File: config.mk
export PLATFORM = sky130hd
export DESIGN_NAME = relu_vec_pipe_flat
export DESIGN_NICKNAME = d
export VERILOG_FILES = /design/src/rtl/relu_vec_pipe_if.sv /design/src/rtl/relu_vec_pipe.sv /design/src/flat_wrapper.sv
export SDC_FILE = /design/constraint.sdc
export NUM_CORES = 1
export LEC_CHECK = 0
export ABC_AREA = 1
export CORE_ASPECT_RATIO = 0.8
export CORE_MARGIN = 8
export CORE_UTILIZATION = 30
export CTS_CLUSTER_DIAMETER = 50
export CTS_CLUSTER_SIZE = 16
export DETAILED_ROUTE_END_ITERATION = 10
export DONT_BUFFER_PORTS = 1
export GPL_TIMING_DRIVEN = 1
export HOLD_SLACK_MARGIN = 0.12
export PLACE_DENSITY_LB_ADDON = 0.08
export SLEW_MARGIN = 20
export SYNTH_ARGS = -nofsm -noshare
export SYNTH_HDL_FRONTEND = slang
export SYNTH_SLANG_ARGS = --single-unit
File: constraint.sdc
create_clock -name clk -period 7.6 [get_ports clk]
set_input_delay 2.28 -clock clk [delete_from_list [all_inputs] [get_ports clk]]
set_output_delay 2.28 -clock clk [all_outputs]
set_load 0.1 [all_outputs]
File: src/rtl/relu_vec_pipe_if.sv
// -----------------------------------------------------------------------------
// relu_vec_pipe_if
//   Bundles the beat handshake, the lane data, the per-beat activation controls
//   and the event-counter signals of relu_vec_pipe.
//
//   master : the environment side (drives input beats, accepts output beats,
//            clears the counter)
//   slave  : the activation unit itself
//
//   di_valid / di_ready  input beat handshake
//   di                   LANES signed words, lane i = di[i*WORD_SIZE +: WORD_SIZE]
//   di_mode              0 bypass, 1 ReLU, 2 clipped ReLU, 3 leaky ReLU
//   clip_val             signed upper bound for clipped ReLU
//   do_valid / do_ready  output beat handshake
//   do_data              activated lanes, same packing as di
//   evt_cnt              saturating count of lanes changed by the activation
//   evt_clr              synchronous clear of evt_cnt
// -----------------------------------------------------------------------------
`timescale 1ns/1ps

interface relu_vec_pipe_if #(
  parameter int WORD_SIZE = 16,
  parameter int LANES     = 4,
  parameter int CNT_W     = 16
);
  logic                          di_valid;
  logic                          di_ready;
  logic [LANES*WORD_SIZE-1:0]    di;
  logic [1:0]                    di_mode;
  logic signed [WORD_SIZE-1:0]   clip_val;
  logic                          do_valid;
  logic                          do_ready;
  logic [LANES*WORD_SIZE-1:0]    do_data;
  logic [CNT_W-1:0]              evt_cnt;
  logic                          evt_clr;

  modport master (
    output di_valid, di, di_mode, clip_val, do_ready, evt_clr,
    input  di_ready, do_valid, do_data, evt_cnt
  );

  modport slave (
    input  di_valid, di, di_mode, clip_val, do_ready, evt_clr,
    output di_ready, do_valid, do_data, evt_cnt
  );
endinterface

File: src/rtl/relu_vec_pipe.sv
// -----------------------------------------------------------------------------
// relu_vec_pipe
//   Multi-lane activation unit placed between the PE-array accumulator output
//   and the output buffer. Each beat carries LANES signed words plus its own
//   activation mode and clip bound; the result leaves two cycles later through
//   a valid/ready output with full backpressure. A saturating counter tallies
//   how many lanes the activation actually changed.
//
//   Ports
//     clk  : clock, rising edge
//     rst  : asynchronous reset, active-low
//     bus  : relu_vec_pipe_if.slave (handshakes, lane data, mode, clip,
//            event counter and its clear)
//
//   Pipeline
//     p1 : input beat register (lanes, mode, clip); the activation is computed
//          combinationally from these registers
//     p2 : result register that drives do_data / do_valid
//   p2 loads whenever it is empty or being drained; p1 advances with p2, so
//   two beats can be held while the output is stalled.
// -----------------------------------------------------------------------------
`timescale 1ns/1ps

module relu_vec_pipe #(
  parameter int WORD_SIZE   = 16,
  parameter int LANES       = 4,
  parameter int LEAKY_SHIFT = 3,
  parameter int CNT_W       = 16
) (
  input  logic           clk,
  input  logic           rst,
  relu_vec_pipe_if.slave bus
);

  localparam int VEC_W = LANES * WORD_SIZE;
  // Wide enough to hold the number of changed lanes in one beat (0..LANES).
  localparam int INC_W = $clog2(LANES + 1);

  // ---------------------------------------------------------------------------
  // Per-lane activation. A negative clip bound behaves as zero, so clipped
  // ReLU then forces every lane to zero. The leaky path uses an arithmetic
  // shift, which rounds toward minus infinity and never overflows, so the
  // most-negative input needs no special case.
  // ---------------------------------------------------------------------------
  function automatic logic signed [WORD_SIZE-1:0] act_lane(
    input logic signed [WORD_SIZE-1:0] x,
    input logic [1:0]                  mode,
    input logic signed [WORD_SIZE-1:0] clip
  );
    logic signed [WORD_SIZE-1:0] c;
    logic signed [WORD_SIZE-1:0] y;
    c = clip[WORD_SIZE-1] ? '0 : clip;
    y = x;
    case (mode)
      2'd0: y = x;
      2'd1: y = x[WORD_SIZE-1] ? '0 : x;
      2'd2: begin
        if (x[WORD_SIZE-1])
          y = '0;
        else if (x > c)
          y = c;
        else
          y = x;
      end
      default: y = x[WORD_SIZE-1] ? (x >>> LEAKY_SHIFT) : x;
    endcase
    return y;
  endfunction

  // Counter add that sticks at all-ones instead of wrapping.
  function automatic logic [CNT_W-1:0] sat_add(
    input logic [CNT_W-1:0] a,
    input logic [INC_W-1:0] b
  );
    logic [CNT_W:0] s;
    s = {1'b0, a} + {{(CNT_W + 1 - INC_W){1'b0}}, b};
    return s[CNT_W] ? {CNT_W{1'b1}} : s[CNT_W-1:0];
  endfunction

  // ---------------------------------------------------------------------------
  // Control and datapath state
  // ---------------------------------------------------------------------------
  logic                        run_p0;   // set one cycle after reset release
  logic                        vld_p1;
  logic [VEC_W-1:0]            x_p1;
  logic [1:0]                  mode_p1;
  logic signed [WORD_SIZE-1:0] clip_p1;

  logic                        vld_p2;
  logic [VEC_W-1:0]            data_p2;

  logic [CNT_W-1:0]            cnt;

  logic                        s1_load;
  logic                        s2_load;
  logic [VEC_W-1:0]            y_p1;
  logic [INC_W-1:0]            inc_p1;
  logic signed [WORD_SIZE-1:0] lane_x;
  logic signed [WORD_SIZE-1:0] lane_y;

  // p2 can take a new value when it is empty or its current beat is leaving;
  // p1 frees up exactly when p2 takes its beat. Neither term looks at
  // di_valid, so there is no combinational path from di_valid to di_ready.
  assign s2_load = !vld_p2 || bus.do_ready;
  assign s1_load = run_p0 && (!vld_p1 || s2_load);

  assign bus.di_ready = s1_load;
  assign bus.do_valid = vld_p2;
  assign bus.do_data  = data_p2;
  assign bus.evt_cnt  = cnt;

  // ---------------------------------------------------------------------------
  // Stage 0 -> 1 : input beat capture
  // ---------------------------------------------------------------------------
  always_ff @(posedge clk or negedge rst) begin
    if (!rst) begin
      run_p0 <= 1'b0;
      vld_p1 <= 1'b0;
    end else begin
      run_p0 <= 1'b1;
      if (s1_load)
        vld_p1 <= bus.di_valid;
    end
  end

  // Lane data, mode and clip travel with the beat; they need no reset because
  // vld_p1 qualifies them.
  always_ff @(posedge clk) begin
    if (s1_load && bus.di_valid) begin
      x_p1    <= bus.di;
      mode_p1 <= bus.di_mode;
      clip_p1 <= bus.clip_val;
    end
  end

  // Activation of the beat held in p1, plus the count of lanes it changed.
  always_comb begin
    y_p1   = '0;
    inc_p1 = '0;
    lane_x = '0;
    lane_y = '0;
    for (int i = 0; i < LANES; i++) begin
      lane_x = x_p1[i*WORD_SIZE +: WORD_SIZE];
      lane_y = act_lane(lane_x, mode_p1, clip_p1);
      y_p1[i*WORD_SIZE +: WORD_SIZE] = lane_y;
      if (lane_y != lane_x)
        inc_p1 = inc_p1 + INC_W'(1);
    end
  end

  // ---------------------------------------------------------------------------
  // Stage 1 -> 2 : result register and event counter
  // ---------------------------------------------------------------------------
  // do_data is cleared by reset so the output bus reads zero until the first
  // beat arrives; it only changes when a valid beat moves in, so it holds
  // steady throughout a stall.
  always_ff @(posedge clk or negedge rst) begin
    if (!rst) begin
      vld_p2  <= 1'b0;
      data_p2 <= '0;
    end else if (s2_load) begin
      vld_p2 <= vld_p1;
      if (vld_p1)
        data_p2 <= y_p1;
    end
  end

  // A clear wins over a same-cycle increment; that beat's count is dropped.
  always_ff @(posedge clk or negedge rst) begin
    if (!rst)
      cnt <= '0;
    else if (bus.evt_clr)
      cnt <= '0;
    else if (s2_load && vld_p1)
      cnt <= sat_add(cnt, inc_p1);
  end

endmodule

File: src/flat_wrapper.sv
// flat-port wrapper written by rule: the top's interface ports become plain ports
module relu_vec_pipe_flat 
#(
  parameter int WORD_SIZE   = 16,
  parameter int LANES       = 4,
  parameter int LEAKY_SHIFT = 3,
  parameter int CNT_W       = 16
)
  (clk, rst, bus_di_valid, bus_di, bus_di_mode, bus_clip_val, bus_do_ready, bus_evt_clr, bus_di_ready, bus_do_valid, bus_do_data, bus_evt_cnt);
  relu_vec_pipe_if #(.WORD_SIZE(WORD_SIZE), .LANES(LANES), .CNT_W(CNT_W)) bus_i ();
  input  logic clk;
  input  logic rst;
  input wire logic [$bits(bus_i.di_valid)-1:0] bus_di_valid;
  input wire logic [$bits(bus_i.di)-1:0] bus_di;
  input wire logic [$bits(bus_i.di_mode)-1:0] bus_di_mode;
  input wire logic [$bits(bus_i.clip_val)-1:0] bus_clip_val;
  input wire logic [$bits(bus_i.do_ready)-1:0] bus_do_ready;
  input wire logic [$bits(bus_i.evt_clr)-1:0] bus_evt_clr;
  output wire logic [$bits(bus_i.di_ready)-1:0] bus_di_ready;
  output wire logic [$bits(bus_i.do_valid)-1:0] bus_do_valid;
  output wire logic [$bits(bus_i.do_data)-1:0] bus_do_data;
  output wire logic [$bits(bus_i.evt_cnt)-1:0] bus_evt_cnt;
  assign bus_i.di_valid = bus_di_valid;
  assign bus_i.di = bus_di;
  assign bus_i.di_mode = bus_di_mode;
  assign bus_i.clip_val = bus_clip_val;
  assign bus_i.do_ready = bus_do_ready;
  assign bus_i.evt_clr = bus_evt_clr;
  assign bus_di_ready = bus_i.di_ready;
  assign bus_do_valid = bus_i.do_valid;
  assign bus_do_data = bus_i.do_data;
  assign bus_evt_cnt = bus_i.evt_cnt;
  relu_vec_pipe #(.WORD_SIZE(WORD_SIZE), .LANES(LANES), .LEAKY_SHIFT(LEAKY_SHIFT), .CNT_W(CNT_W)) u_core (.clk(clk), .rst(rst), .bus(bus_i));
endmodule
Word level (Yosys, flattened, before mapping)
Index checks and enable logic that the tools add are counted.
{"block": "word_totals", "output_inout_bits": 82, "ff_bits": 165, "inputBits": 87, "elab_cells": 60}
{"block": "classes", "n_addsub": 4, "eq_ne": 6, "n_lt_le_gt_ge": 4, "n_mux": 28, "reduce_logical": 10}
{"op": "2-to-1 mux 16 bit", "n": 15}
{"op": "case mux 16 bit (3 select lines)", "n": 4}
{"op": "2-to-1 mux 15 bit", "n": 5}
{"op": "> comparator 16 bit", "n": 4}
{"op": "!= test 16 bit", "n": 4}
{"op": "adder 16 x 3 -> 17 bit", "n": 1}
{"op": "2-to-1 mux 3 bit", "n": 3}
{"op": "adder 3 x 1 -> 3 bit, second input constant", "n": 2}
{"op": "logical AND 1 bit", "n": 3}
{"op": "adder 1 x 1 -> 2 bit, second input constant", "n": 1}
{"op": "== test 2 x 1 -> 1 bit, second input constant", "n": 1}
{"op": "== test 2 bit, second input constant", "n": 1}
{"op": "logical NOT 1 bit", "n": 2}
{"op": "logical NOT 2 bit", "n": 1}
{"op": "logical OR 1 bit", "n": 2}
{"op": "AND reduction 2 bit", "n": 1}
{"op": "nonzero test 2 bit", "n": 1}
{"op": "2-to-1 mux 1 bit", "n": 1}

Longest topological paths before layout
Gate-level depths: netlist (run 1).
{"block": "logic_depth", "depth_word": 17, "mapped_depth": 51, "mapped_depth_nobuf": 49}

Worst setup path before layout (run 1)
OpenSTA, ideal clock, no wires.
{"block": "synth_timing", "path_kind": "input -> register", "start": "in bus_do_ready", "end": "reg u_core.clip_p1[0], enable pin", "path_slack_ps": 1160, "required_ps": 7076, "n_path_buf": 0, "setup_ps": 524, "arrival_time_ps": 5916, "path_stages": 4, "path_cell_list": "nor2_1 inv_1 o21ai_0 nor2_1"}
{"block": "synth_via", "elab_chain_cells": 4}
{"element": "start: declaration", "line": "flat_wrapper.sv:17", "rtl": "input wire logic [$bits(bus_i.do_ready)-1:0] bus_do_ready;"}
{"element": "logical OR 1 bit", "line": "relu_vec_pipe.sv:104", "rtl": "assign s2_load = !vld_p2 || bus.do_ready;"}
{"element": "logical OR 1 bit", "line": "relu_vec_pipe.sv:105", "rtl": "assign s1_load = run_p0 && (!vld_p1 || s2_load);"}
{"element": "logical AND 1 bit", "line": "relu_vec_pipe.sv:105"}
{"element": "logical AND 1 bit", "line": "relu_vec_pipe.sv:129", "rtl": "if (s1_load && bus.di_valid) begin"}
{"element": "end signal: assignment", "line": "relu_vec_pipe.sv:132", "rtl": "clip_p1 <= bus.clip_val;"}
{"element": "end: declaration", "line": "relu_vec_pipe.sv:87", "rtl": "logic signed [WORD_SIZE-1:0] clip_p1;"}
No other way between the ends.
A chain may end at the register's enable or synchronous reset.

Worst setup path in the final report (run 1)
{"block": "layout_timing", "start": "reg u_core.clip_p1[15]", "end": "reg u_core.cnt[14], in the netlist u_core.bus.evt_cnt[14]"}
{"block": "layout_via", "elab_chain_cells": 17, "elab_cells_between_ends": 32, "cone_classes": "add/sub: 4; order compare: 4; eq/ne: 4; mux: 20"}
{"element": "2-to-1 mux 15 bit (*)", "line": "relu_vec_pipe.sv:52", "rtl": "c = clip[WORD_SIZE-1] ? '0 : clip;"}
{"element": "> comparator 16 bit", "line": "relu_vec_pipe.sv:60", "rtl": "else if (x > c)"}
{"element": "2-to-1 mux 16 bit", "line": "relu_vec_pipe.sv:60"}
{"element": "2-to-1 mux 16 bit", "line": "relu_vec_pipe.sv:58", "rtl": "if (x[WORD_SIZE-1])"}
{"element": "case mux 16 bit (3 select lines)", "line": "relu_vec_pipe.sv:54", "rtl": "case (mode)"}
{"element": "!= test 16 bit", "line": "relu_vec_pipe.sv:146", "rtl": "if (lane_y != lane_x)"}
{"element": "2-to-1 mux 1 bit", "line": "relu_vec_pipe.sv:146"}
{"element": "adder 1 x 1 -> 2 bit", "line": "relu_vec_pipe.sv:147", "rtl": "inc_p1 = inc_p1 + INC_W'(1);"}
{"element": "2-to-1 mux 3 bit", "line": "relu_vec_pipe.sv:146"}
{"element": "adder 3 x 1 -> 3 bit", "line": "relu_vec_pipe.sv:147"}
{"element": "2-to-1 mux 3 bit", "line": "relu_vec_pipe.sv:146"}
{"element": "adder 3 x 1 -> 3 bit", "line": "relu_vec_pipe.sv:147"}
{"element": "2-to-1 mux 3 bit (*)", "line": "relu_vec_pipe.sv:146"}
{"element": "adder 16 x 3 -> 17 bit (*)", "line": "relu_vec_pipe.sv:76", "rtl": "s = {1'b0, a} + {{(CNT_W + 1 - INC_W){1'b0}}, b};"}
{"element": "2-to-1 mux 16 bit (*)", "line": "relu_vec_pipe.sv:77", "rtl": "return s[CNT_W] ? {CNT_W{1'b1}} : s[CNT_W-1:0];"}
{"element": "2-to-1 mux 16 bit (*)", "line": "relu_vec_pipe.sv:174", "rtl": "else if (s2_load && vld_p1)"}
{"element": "2-to-1 mux 16 bit (*)", "line": "relu_vec_pipe.sv:172", "rtl": "else if (bus.evt_clr)"}
{"element": "end signal: assignment", "line": "relu_vec_pipe.sv:175", "rtl": "cnt <= sat_add(cnt, inc_p1);"}
{"element": "end: declaration", "line": "relu_vec_pipe.sv:92", "rtl": "logic [CNT_W-1:0] cnt;"}
Every way passes the cells marked *; elsewhere a longest branch is shown, timed or not. The select of a mux whose other input is x is not followed.

==> out/results.txt, run 1 <==
The run finished with clean final reports. The number of instances in the synthesized netlist came out at 1601. Most frequent cell on the critical path: nand2_1. The end of the worst register-to-register path is u_core.bus.evt_cnt[14]. Pin placement for this block handled 169 I/O pins. The remaining antenna violation count was 0. Remaining max-slew budget at the tightest pin: 24.9%.

TritonCTS built the clock tree. Global routing used 18.3% of the available tracks. The tools report the critical path arrival as 7.16 ns.

The top fanout value on the critical path is 28. The area growth from synthesis to layout is 9.95%. The shortest period the worst path allows works out to 6.78 ns. The launch instance of the worst min-delay path is u_core.vld_p1.

The post-route netlist has 6.83% of its cells at a drive strength greater than 1. The tools report the category of the worst setup path capture point as a register. Setup repair after global routing left no endpoint under its margin. The tree is rooted in a clkbuf_16. After synthesis, flip-flops and latches occupy 38.8% of the total area. The logs give 165 for the clock sink total and 0 for the antenna diode count. The clock passes through at most 2 buffers. The total of endpoints with negative setup slack in the final report is 0, and the peak supply drop is 125 uV.

Clock latency on the worst-skew pair, taken at its later pin, is 0.47 ns. The instance count along the most critical hold path was 2. The netlist uses 45 different library cells.

The count of routing violations after the opening detailed-route iteration came out at 1042. The tightest hold path in the finished design has a slack of 0.485 ns. The TritonCTS buffer count is 17, and the mean number of vias per cell is 5.21. After the last flow step, the layout net total stands at 1737.

The run gives 0.00627 sq mm as the area used by multi-input combinational logic. Entering global routing, the biggest net connects 84 pins. The tools report the placeable core region as 0.0384 sq mm. Routability-driven placement finished with a final weighted congestion of 0.843. The worst hold path belongs to the class register to register.

The cell area that synthesis handed to floorplanning was 0.0117 sq mm. STA classifies the critical path startpoint as a register. The critical setup path kind is register to register. After layout, the worst setup slack is 0.823 ns. The average instance area after synthesis works out to 7.30 sq um. In the final timing run, aggregate negative setup slack is 0 ns. After detailed routing, the average wire length per cell comes to 20.3 um.

The top achievable clock speed was 148 MHz; the first-pass GRT wire length was 63.9 mm. The slew at the pin closest to its max-slew limit works out to 1.13 ns. Dividing the final minimum period by the clock period gives 89.2%. Reg-to-reg critical path startpoint: u_core.clip_p1[15]. During synthesis, Yosys emitted a total of 0 warnings. The die is 193 um tall. DRC violations left: 0. In the layout the commonest cells are 477 x nand2_1, 163 x nand3_1, 154 x o21ai_0. The starting utilization of the core area was 30.5%; the cell depth of the worst flop-to-flop path was 43. For the final number of max-transition violations, the log shows 0.

On the worst path, the slowest cell contributes a delay of 0.40 ns. Counting the fill cells in the layout gives 4075. Buffers placed on the I/O ports in this run total 0.

The worst hold endpoint was u_core.bus.do_valid. The detailed-route via count is 10887. In this run the core area contains 64 standard-cell rows.

For this run the aggregate overflow at the end of global routing stands at 0. The final setup skew was 0.0119 ns. The logs give 0 for the count of final hold-check violations and 0 for the number of violations of the max-capacitance limit.

The analysis attributes to cell leakage a power of 0.00581 uW. The die covers 0.0456 sq mm. The power per cell area is 255 mW/mm^2.

The logs give 0 for the number of antenna violations at the first check in global routing and 42.4 mm for the wire length after detailed routing. The tools report the H-tree depth as 4. The slowest stage of the critical path is the fa_1 cell. The first TritonRoute pass finished after 5 iterations. OpenSTA, run right after detailed placement, puts the worst setup slack at 0.358 ns.

The total of flip-flops plus latches after synthesis is 165, and the register-to-register setup slack is 0.82 ns. Number of global-route vias before repair: 9959. The floorplan step set the die width to 237 um. The number of nets in the synthesized netlist is 1755. After clock tree synthesis, the flow added hold-fix buffers numbering 0.

Clock-pin slew was measured on the worst setup and hold paths at 0.07 ns. STA puts the critical path data required time at 7.98 ns. Registers take 0.00454 sq mm.

The library cell used most frequently in the layout, excluding fill and tap cells, is nand2_1. The detailed placement HPWL was 31.2 mm.
[power by group]
part | total [uW] | internal (uW) | switching (uW)
registers | 1880 | 1050 | 835
logic | 477 | 154 | 323
clock network | 919 | 535 | 384
[sequential cells by signal, summed over array words and instances, names as in the netlist]
name	cells
u_core.bus.do_data	64
u_core.x_p1	64
u_core.bus.evt_cnt	16
u_core.clip_p1	16
u_core.mode_p1	2
u_core.bus.do_valid	1
u_core.run_p0	1
u_core.vld_p1	1
[worst max-delay path by stage]
| stage | from | to | slack, ns | depth (start not counted) |
|---|---|---|---|---|
| after detailed placement | u_core.clip_p1[15] | u_core.bus.evt_cnt[14] | 0.36 | 43 |
| after global placement | u_core.clip_p1[15] | u_core.bus.evt_cnt[14] | 0.42 | 43 |
| final | u_core.clip_p1[15] | u_core.bus.evt_cnt[14] | 0.82 | 43 |
| after global routing | u_core.clip_p1[15] | u_core.bus.evt_cnt[14] | 0.006 | 47 |
| after CTS | u_core.clip_p1[15] | u_core.bus.evt_cnt[14] | 0.32 | 43 |
| after floorplan | bus_do_ready | u_core.clip_p1[0] | 1.16 | 4 |
[timing repair]
action                                  CTS  global route
buffers inserted                          0             2
endpoints found under the setup margin    0            16
hold endpoints to repair                  0             0
resized for setup                         0             9
[through the flow]
step / total power [uW] / cells / cell area [sq um] / util, %
6_report: 3280 / 2091 / 12800 / 33.5
3_5_place_dp: 2380 / 2054 / 12100 / 31.7
2_1_floorplan: 2210 / 1601 / 11700 / -
4_1_cts: 3310 / 2086 / 12800 / 33.3
5_1_grt: 3440 / 2091 / 12800 / 33.5
3_3_place_gp: 2380 / 2054 / 12100 / 31.7
[cell families (layout without fill, tap and decap cells)]
logic type | after synthesis | after routing | synth area share, %
flip-flops | 165 | 165 | 38.8
AO/OA/AOI/OAI | 344 | 344 | 15.8
AND/OR/NAND/NOR | 803 | 806 | 29.9
adder cells (fa/ha/maj) | 67 | 67 | 7.24
XOR/XNOR | 2 | 2 | 0.150
other | 1 | 1 | 0.0321
buffers and inverters | 219 | 211 | 8.05
[cell usage after synthesis]
cell           instances  share of area (%)
ha_1                  66                7.1
nand2_1              478                 15
nand3b_1               2               0.13
inv_2                  5               0.16
nor3_2                 4               0.34
nor3_4                 1               0.14
nand2_4                2               0.19
inv_6                  1              0.075
xor2_1                 2               0.15
bufbuf_8               1               0.16
nand4_1               34                1.8
nand3_4                1               0.15
or2_2                  1              0.054
a21oi_2                3               0.22
dfrtp_1               83                 18
buf_2                  9               0.39
o21ai_0              154                6.6
a21o_1                 2               0.13
nor2_1                79                2.5
dlygate4sd1_1          1              0.075
and2_1                 1              0.054
inv_1                144                4.6
buf_4                  5               0.32
nand2_2               11               0.59
o22ai_1               10               0.54
a21oi_1               99                4.2
clkbuf_4               1              0.064
nor3_1                 7               0.30
nor2_2                 7               0.37
o21ai_1               12               0.51
or2_1                  3               0.16
nor2b_4                1               0.12
nand3_1              163                7.0
o21a_1                 1              0.064
o31ai_1                4               0.26
clkbuf_1              39                1.3
a31oi_1               55                2.9
fa_1                   1               0.17
nand3_2                6               0.51
edfxtp_1              82                 21
conb_1                 1              0.032
buf_1                  5               0.16
nor4_1                 2               0.11
o21bai_1               4               0.26
buf_6                  8               0.77
[worst max-delay path, delay by kind of cell (launching register included)]
kind                       cells  cell delay (ns)
buffers and inverters          9             1.06
and+or+nand+nor               21             2.69
adders and majority gates      4             1.32
DFF                            1             0.38
AOI/OAI and AO/OA              9             1.22
[metal layers]
layer	global-route usage, %	vias up	part of all wire, %
li1	-	5422	-
met1	25.7	5126	49
met2	27.7	302	43
met3	4.77	37	6.5
met4	4.63	0	1.6
met5	0	-	0
[layout make-up]
type / count / share of cell area [%]
Sequential cell: 165 / 35.3
Multi-Input combinational cell: 1220 / 48.8
Clock buffer: 21 / 3.58
Tap cell: 495 / 4.82
Clock inverter: 11 / 1.19
Inverter: 150 / 4.44
Timing Repair Buffer: 29 / 1.79
(Power assumes the default switching activity.)
==> run 2, diff against run 1 <==
--- a/config.mk
+++ b/config.mk
@@ -17,4 +17,5 @@
 export HOLD_SLACK_MARGIN = 0.12
 export PLACE_DENSITY_LB_ADDON = 0.08
+export REMOVE_ABC_BUFFERS = 1
 export SLEW_MARGIN = 20
 export SYNTH_ARGS = -nofsm -noshare
==> constraint.sdc (replaced) <==
create_clock -name clk -period 7.6 [get_ports clk]
set_input_delay 2.28 -clock clk [delete_from_list [all_inputs] [get_ports clk]]
set_output_delay 2.28 -clock clk [all_outputs]
set_load 0.05 [all_outputs]
==> run 2 against run 1 <==
Effect of this change:
- clock power grew 6.9%
- critical path depth shrank 3
- routed wire length grew 0.80%
- largest power group unchanged
==> out/results.txt, run 2 (synthesis results as in run 1) <==
The run finished with clean final reports. The count of routing violations after the opening detailed-route iteration came out at 928 (was 1042). TritonCTS built the clock tree.

The all-layer global routing usage was 18.7% (was 18.3%); the cell depth of the worst flop-to-flop path was 40 (was 43). The slowest stage cell on the critical path was ha_1 (was fa_1). The instance count along the most critical hold path is 2 (unchanged), and the DRC violations left is 0 (unchanged). Worst hold path class: register to register (unchanged). The share of the clock period used by the worst path was 89.9% (was 89.2%); the critical path required time was 7.97 ns (was 7.98 ns). The mean number of vias per cell is 5.25 (was 5.21). The critical setup path kind is register to register (unchanged). The placer's final routability congestion estimate was 0.868 (was 0.843); the biggest cell delay along the critical path was 0.42 ns (was 0.40 ns). The tools report the pin count of the biggest net entering global routing as 84 (unchanged). Critical path startpoint category: a register (unchanged). The tools report the remaining max-slew budget at the tightest pin as 43.0% (was 24.9%). Final setup skew: 0.0162 ns (was 0.0119 ns). The tools report the post-route total power as 2970 uW (was 3280 uW). Fraction of final layout cells sized beyond drive strength 1: 7.26% (was 6.83%). The tools report the detailed-router iteration count before antenna repair as 5 (unchanged).

TritonCTS buffer count: 17 (unchanged). The end of the worst register-to-register path is u_core.bus.evt_cnt[14] (unchanged). The cell at the root of the clock tree is clkbuf_16 (unchanged). The top fanout value on the critical path came out at 14 (was 28). The y dimension of the die is 193 um (unchanged), and the final number of max-transition violations is 0 (unchanged). The tools report the total congestion overflow after global routing as 0 (unchanged).

For the count of final hold-check violations, the log shows 0 (unchanged). The tools report the launch instance of the worst min-delay path as u_core.vld_p1 (unchanged). The shortest period the worst path allows is 6.83 ns (was 6.78 ns), and the H-tree depth is 4 (unchanged).

The top achievable clock speed is 146 MHz (was 148 MHz). The floorplan die width is 237 um (unchanged), and the number of antenna violations at the first check in global routing is 3 (was 0). Routed length per instance: 20.4 um (was 20.3 um).

The final hold slack is 0.482 ns (was 0.485 ns). The tools report the total of endpoints with negative setup slack in the final report as 0 (unchanged). Commonest cells after routing, fill and taps aside: 470 x nand2_1, 163 x nand3_1, 154 x o21ai_0 (was 477 x nand2_1, 163 x nand3_1, 154 x o21ai_0). The slew at the pin closest to its max-slew limit was 0.854 ns (was 1.13 ns). The worst hold endpoint was u_core.bus.do_valid (unchanged).

The run gives 0.0384 sq mm (unchanged) as the placeable core region. The tools report the top-level I/O count as 169 (unchanged). Setup repair after global routing left no endpoint under its margin. The setup TNS is 0 ns (unchanged).

For the post-route cell area, the log shows 0.0129 sq mm (was 0.0128 sq mm). Clock latency reported for the late side of the worst-skew pair: 0.47 ns (about the same). The final standard cell utilization of the core was 33.6% (was 33.5%); the first-pass GRT wire length was 64.8 mm (was 63.9 mm).

Category of the worst setup path capture point: a register (unchanged). The synthesis-to-layout area growth is 10.3% (was 9.95%), and the detailed-route via count is 10993 (was 10887). The remaining antenna violation count came out at 0 (unchanged).

The run gives 0.0121 sq mm (about the same) as the total placed instance area. The clock slew seen by the registers of the worst setup and hold paths works out to 0.07 ns (about the same). The area of the die was 0.0456 sq mm (unchanged); the wire length after detailed routing was 42.8 mm (was 42.4 mm). For the peak supply drop, the log shows 131 uV (was 125 uV). The tools report the number of rows in the core area as 64 (unchanged). Reg-to-reg critical path startpoint: u_core.clip_p1[15] (unchanged). The run gives 30.8 mm (was 31.2 mm) as the detailed placement HPWL.

The power per cell area works out to 230 mW/mm^2 (was 255 mW/mm^2). The post-cts hold buffer count was 0 (unchanged). The run gives 2 (unchanged) as the maximum count of clock buffers along a single path. The most frequent cell on the critical path is nand2_1 (unchanged). For the cell leakage power, the log shows 0.00582 uW (was 0.00581 uW). The run gives 10373 (was 9959) as the number of global-route vias before repair. Number of buffers inserted by port buffering: 0 (unchanged). Leading cell type in the layout, fill and taps excluded: nand2_1 (unchanged). The register-to-register setup slack was 0.77 ns (was 0.82 ns); the net total in the final layout was 1739 (was 1737).

The run gives 30.5% (unchanged) as the starting utilization of the core area. The critical path arrival is 7.20 ns (was 7.16 ns), and the clock sink total is 165 (unchanged). The number of violations of the max-capacitance limit came out at 0 (unchanged).
==> run 2: worst max-delay path by stage <==
stage | slack (ns) | startpoint | end
2_1_floorplan | 1.16 | bus_do_ready | u_core.clip_p1[0]
3_3_place_gp | 0.17 | u_core.clip_p1[15] | u_core.bus.evt_cnt[14]
3_5_place_dp | 0.07 | u_core.clip_p1[15] | u_core.bus.evt_cnt[14]
4_1_cts | 0.03 | u_core.clip_p1[15] | u_core.bus.evt_cnt[14]
5_1_grt | 0.07 | u_core.clip_p1[15] | u_core.bus.evt_cnt[14]
6_report | 0.77 | u_core.clip_p1[15] | u_core.bus.evt_cnt[14]
==> run 2: worst max-delay path: cells and delay by family, from the launching register on <==
kind	cells	cell delay, ns
AND/OR/NAND/NOR	22	3.08
AO/OA/AOI/OAI	7	1.08
adder cells (fa/ha/maj)	4	1.46
flip-flops	1	0.39
buffers and inverters	7	0.73
==> run 2: area by class of cell <==
| class | count | area, sq um |
|---|---|---|
| repair inverters | 3 | 20.0 |
| fillers | 4024 | 25500 |
| inverters | 150 | 577 |
| multi-input cells | 1218 | 6260 |
| diodes | 2 | 5.00 |
| flip-flops and latches | 165 | 4540 |
| well taps | 495 | 619 |
| clock inverters | 7 | 140 |
| clock buffers | 25 | 508 |
| repair buffers | 30 | 225 |
==> run 2: repair_timing <==
action / 4_1_cts / 5_1_grt
setup buffers: 0 / 4
setup endpoints to repair: 0 / 16
gates resized for setup: 0 / 14
==> run 2: per-stage QoR <==
| stage | cells | worst slack, ns |
|---|---|---|
| after CTS | 2085 | 0.0256 |
| final | 2095 | 0.771 |
| after global routing | 2095 | 0.0672 |
| after global placement | 2053 | 0.169 |
| after detailed placement | 2053 | 0.0654 |
| after floorplan | 1532 | 1.16 |
==> run 2: power by group <==
part	internal (uW)	switching, uW
clock	599	383
combinational	152	319
sequential	1060	463
total	1810	1160
==> run 2: routing by layer <==
metal	routed length [um]	GRT usage (%)	part of all wire, %
met5	8	0	0.019
met4	664	5.08	1.6
met3	2440	4.57	5.7
met2	19100	29.2	45
met1	20500	25.5	48
